$ cat config.mk
export PLATFORM = sky130hd
export DESIGN_NAME = pheap_sched
export DESIGN_NICKNAME = d
export VERILOG_FILES = /design/src/rtl/pheap_sched.sv
export SDC_FILE = /design/constraint.sdc
export NUM_CORES = 1
export LEC_CHECK = 0
export CORE_ASPECT_RATIO = 1.5
export CORE_MARGIN = 2
export CORE_UTILIZATION = 37
export DETAILED_ROUTE_END_ITERATION = 6
export GPL_TIMING_DRIVEN = 0
export MAX_ROUTING_LAYER = met4
export PLACE_DENSITY = 0.78
export SLEW_MARGIN = 20
export SYNTH_ARGS = -nofsm -noshare
export SYNTH_HDL_FRONTEND = slang
export SYNTH_SLANG_ARGS = --single-unit
$ cat constraint.sdc
create_clock -name clk -period 2.68 [get_ports clk]
set_input_delay 0.268 -clock clk [delete_from_list [all_inputs] [get_ports clk]]
set_output_delay 0.268 -clock clk [all_outputs]
set_load 0.01 [all_outputs]
$ cat src/rtl/pheap_sched.sv
// pheap_sched: round-robin front-end scheduler for the pipelined heap priority queue.
// Statistics counters are built only when PHEAP_SCHED_STATS_EN is defined.
package pheapTypes;
  typedef enum logic {LEQ = 1'b0, DEQ = 1'b1} opcode_t;
endpackage

module pheap_sched #(
  parameter int LEVELS = 4,
  parameter int PW     = 32
) (
  input  logic                clk,
  input  logic                rst,
  input  logic                req0_valid,
  input  pheapTypes::opcode_t req0_op,
  input  logic [PW-1:0]       req0_value,
  output logic                req0_ready,
  input  logic                req1_valid,
  input  pheapTypes::opcode_t req1_op,
  input  logic [PW-1:0]       req1_value,
  output logic                req1_ready,
  output logic                l1_start,
  output pheapTypes::opcode_t l1_op,
  output logic [PW-1:0]       l1_in,
  input  logic [PW-1:0]       l1_out,
  output logic                rsp_valid,
  input  logic                rsp_ready,
  output logic                rsp_id,
  output logic                rsp_err,
  output logic [PW-1:0]       rsp_value,
  output logic [LEVELS-1:0]   count,
  output logic                full,
  output logic                empty,
  output logic [15:0]         stat_issued,
  output logic [15:0]         stat_rejected
);
  import pheapTypes::*;

  localparam logic [LEVELS-1:0] CAP = {LEVELS{1'b1}};
  localparam logic [LEVELS-1:0] ONE = LEVELS'(1);

  typedef enum logic [1:0] {IDLE, ISSUE, EXEC, RESP} state_t;

  state_t        state, state_nx;
  logic          last;
  opcode_t       op_q;
  logic [PW-1:0] val_q;
  logic          gnt_any, gnt_id, reject;
  opcode_t       sel_op;
  logic [PW-1:0] sel_val;

  assign full      = (count == CAP);
  assign empty     = (count == '0);
  assign l1_start  = (state == ISSUE);
  assign l1_op     = op_q;
  assign l1_in     = val_q;
  assign rsp_valid = (state == RESP);

  // NOTE: every signal written here gets a default first so no latch is inferred.
  always_comb begin
    gnt_any = 1'b0;
    gnt_id  = 1'b0;
    if (state == IDLE) begin
      if (req0_valid && req1_valid) begin
        gnt_any = 1'b1;
        gnt_id  = ~last;
      end else if (req0_valid) begin
        gnt_any = 1'b1;
      end else if (req1_valid) begin
        gnt_any = 1'b1;
        gnt_id  = 1'b1;
      end
    end
    sel_op     = gnt_id ? req1_op : req0_op;
    sel_val    = gnt_id ? req1_value : req0_value;
    reject     = (sel_op == LEQ && full) || (sel_op == DEQ && empty);
    req0_ready = gnt_any && !gnt_id;
    req1_ready = gnt_any && gnt_id;
  end

  always_comb begin
    state_nx = state;
    unique case (state)
      IDLE:    if (gnt_any) state_nx = reject ? RESP : ISSUE;
      ISSUE:   state_nx = EXEC;
      EXEC:    state_nx = RESP;
      RESP:    if (rsp_ready) state_nx = IDLE;
      default: state_nx = IDLE;
    endcase
  end

  // NOTE: sequential state uses non-blocking assignments so all registers update together.
  always_ff @(posedge clk or posedge rst) begin
    if (rst) begin
      state     <= IDLE;
      last      <= 1'b1;
      op_q      <= LEQ;
      val_q     <= '0;
      rsp_id    <= 1'b0;
      rsp_err   <= 1'b0;
      rsp_value <= '0;
      count     <= '0;
    end else begin
      state <= state_nx;
      if (gnt_any) begin
        last      <= gnt_id;
        op_q      <= sel_op;
        val_q     <= sel_val;
        rsp_id    <= gnt_id;
        rsp_err   <= reject;
        rsp_value <= '0;
      end
      if (state == EXEC) begin
        rsp_err   <= 1'b0;
        rsp_value <= (op_q == DEQ) ? l1_out : '0;
        count     <= (op_q == LEQ) ? count + ONE : count - ONE;
      end
    end
  end

`ifdef PHEAP_SCHED_STATS_EN
  // Both counters saturate rather than wrap.
  always_ff @(posedge clk or posedge rst) begin
    if (rst) begin
      stat_issued   <= '0;
      stat_rejected <= '0;
    end else begin
      if (state == ISSUE && stat_issued != 16'hFFFF)
        stat_issued <= stat_issued + 16'd1;
      if (gnt_any && reject && stat_rejected != 16'hFFFF)
        stat_rejected <= stat_rejected + 16'd1;
    end
  end
`else
  assign stat_issued   = '0;
  assign stat_rejected = '0;
`endif

endmodule

==> flow_metrics.py <==
metrics = {
    "logic_synthesis": {
        "ys_types": 31,
        "synth_flop_cell": "dfrtp_1",
        "yosys_warnings": 0,
        "yosysMostFrequentCell": "dfrtp_1",
        "synth_top_area_share_pct": 54.8,
        "syn_inst": 303,
        "async_flop_share_pct": 100,
        "synth_top_cells_by_area": "dfrtp_1 55%, a22o_1 8.4%, buf_4 7.4%, nand2_1 7.2%, a22oi_1 6.1%",
        "syn_area_mm2": 0.00333,
        "synthTopCellsByCount": "73 x dfrtp_1, 64 x nand2_1, 33 x buf_4",
        "yosysTopAreaCell": "dfrtp_1",
        "ys_ff_latch": 74,
        "synth_edf_count": 0,
        "yosysSeqAreaShare_pct": 55.6,
        "synth_area_per_cell_um2": 11.0,
    },
    "clocking": {
        "clk_latency_ns": 0.32,
        "tritoncts": "yes",
        "postCtsHoldBufs": 0,
        "clk_pin_slew_worst_paths_ns": 0.05,
        "cts_buffer_depth": 2,
        "numCtsBuffers": 9,
        "cts.sinks": 74,
        "htree_levels": 3,
        "cts_root_buffer": "clkbuf_16",
    },
    "drt": {
        "vias_per_cell": 4.69,
        "drc": 0,
        "route.antenna.remaining_nets": 0,
        "vias": 2995,
        "drt_iter0_drc": 98,
        "first_pass_iters": 4,
        "wirelength_mm": 9.71,
        "wire_per_inst_um": 15.2,
    },
    "worst_setup_path": {
        "crit_start": "state[0]",
        "startpoint_type": "flop",
        "critPathKind": "reg -> out",
        "critPathArrivalTime_ns": 2.26,
        "cp_max_fo": 10,
        "worstPathRequired_ns": 2.41,
        "worst_setup_path_end_kind": "output port",
        "r2r-start": "state[0]",
    },
    "power_and_ir_drop": {
        "power.leakage_nw": 2.64,
        "ir_worst_vdd_v": 0.000484,
        "power_density_mw_per_mm2": 1070,
        "power.total_w": 0.00611,
    },
    "global_route": {
        "grt_pass1_vias": 3065,
        "grt_use_total_pct": 20.6,
        "grt_antenna_before_repair": 0,
        "overflow": 0,
        "grt_pass1_wl_mm": 15.0,
        "grt_max_degree": 46,
    },
    "place": {
        "port_buffers": 179,
        "gp_congestion": 0.777,
        "dpl.cell_count": 624,
        "dp_hpwl_mm": 7.64,
        "place_ws_ns": 0.0950,
    },
    "layout": {
        "layout-drive-gt1-share_pct": 12.7,
        "multi_input_area_mm2": 0.00125,
        "insertedDiodeCount": 0,
        "final_cells": 639,
        "fin_util_pct": 64.9,
        "seq_area_mm2": 0.00185,
        "areaGrowthSynthToFinish_pct": 71.0,
        "n_fill_cell": 697,
        "layout.nets": 637,
    },
    "timing": {
        "slew_violations": 0,
        "relSlewSlack_pct": 63.2,
        "fin_crit_sh_pct": 94.3,
        "worst_pin_slew_ns": 0.553,
        "fin_crit_ns": 2.53,
        "hold_viol_final": 0,
        "timing.fmax_mhz": 396,
        "rsz0062_at_grt": "false",
        "setup_ws_ns": 0.152,
        "finClkSkew_ns": 0.00268,
        "setup_viol": 0,
        "hold-worst-slack_ns": 0.303,
    },
    "run_status": {
        "run_status": "complete, no violations",
    },
    "floorplanning": {
        "die_h_um": 120,
        "die_area_mm2": 0.00980,
        "chipWidth_um": 81.5,
        "io_pins": 212,
        "start_util_pct": 38.0,
        "row_count": 42,
        "core_mm2": 0.00878,
    },
    "run": {
        "drv_cap": 0,
    },
    "hold_path": {
        "hold_path.class": "in -> async",
    },
}
[report_power, final]
group / leakage, nW / total, W / internal, W / switching (W)
combinational: 1.56 / 0.00303 / 0.00166 / 0.00138
sequential: 0.941 / 0.00195 / 0.00164 / 0.000316
clock: 0.138 / 0.00112 / 0.000704 / 0.000414
total: 2.64 / 0.00611 / 0.00400 / 0.00211
[registers in the layout, indices dropped and copies added, names as in the netlist]
signal     flops
rsp_err        1
count          4
rsp_value     32
last           1
rsp_id         1
l1_in         32
state          2
l1_op          1
[cells in the final DEF, fill, tap and decap left out, drive strengths merged, types with 7 or more instances in the layout]
cell             n
o21ai           10
nand2           64
dfrtp           73
conb            32
a22o            32
mux2i            8
a22oi           27
buf             44
clkdlybuf4s50  179
ha               7
clkbuf          18
[per-stage QoR]
stage | area [µm²] | setup TNS (ns)
finish | 5700 | 0
detailed placement | 5400 | 0
global route | 5700 | 0
CTS | 5690 | 0
global placement | 5380 | -52.83
floorplan | 3450 | 0
[repair_timing]
action / CTS / global route
gates resized for setup: 4 / 4
setup buffers: 0 / 1
endpoints found under the hold margin: 0 / 0
pin swaps: 1 / 1
setup endpoints to repair: 2 / 2
[path summary, 6_finish.rpt]
kind,to,slack [ns],depth (start not counted)
worst max-delay path,req1_ready,0.15,7
worst min-delay path,count[2],0.30,2
worst max register to register,state[1],0.61,8
worst min register to register,l1_in[31],0.48,2
max in group asynchronous,l1_in[21],1.81,3
min in group clk,l1_in[4],0.47,3
[per-layer routing]
layer	global-route usage [%]	wire, µm
met1	23.2	3580
met3	5.30	896
met4	8.05	174
met5	-	0
met2	34.4	5060
[kinds of logic after synthesis]
kind of cell	share of synthesized area [%]
AO/OA/AOI/OAI	17.8
flip-flops	55.6
AND/OR/NAND/NOR	8.86
buffers and inverters	10.6
multiplexers	2.74
adder cells (fa/ha/maj)	3.23
XOR/XNOR	1.05
other	0.113
[area by class of cell]
class                   instances  share of cell area (%)
clock inverters                 4                   0.790
inverters                       6                   0.439
repair buffers                181                    31.9
clock buffers                  10                    4.02
well taps                     110                    2.41
plain buffers                  50                    5.88
flip-flops and latches         74                    32.5
multi-input cells             204                    22.0
[critical path, stage by stage (launching register included)]
cell	delay, ns
dfrtp_1	0.40
inv_1	0.13
ha_2	0.23
nand2_1	0.07
a21oi_2	0.13
buf_6	0.20
clkbuf_4	0.23
clkdlybuf4s50_1	0.56
(Power assumes the default switching activity.)
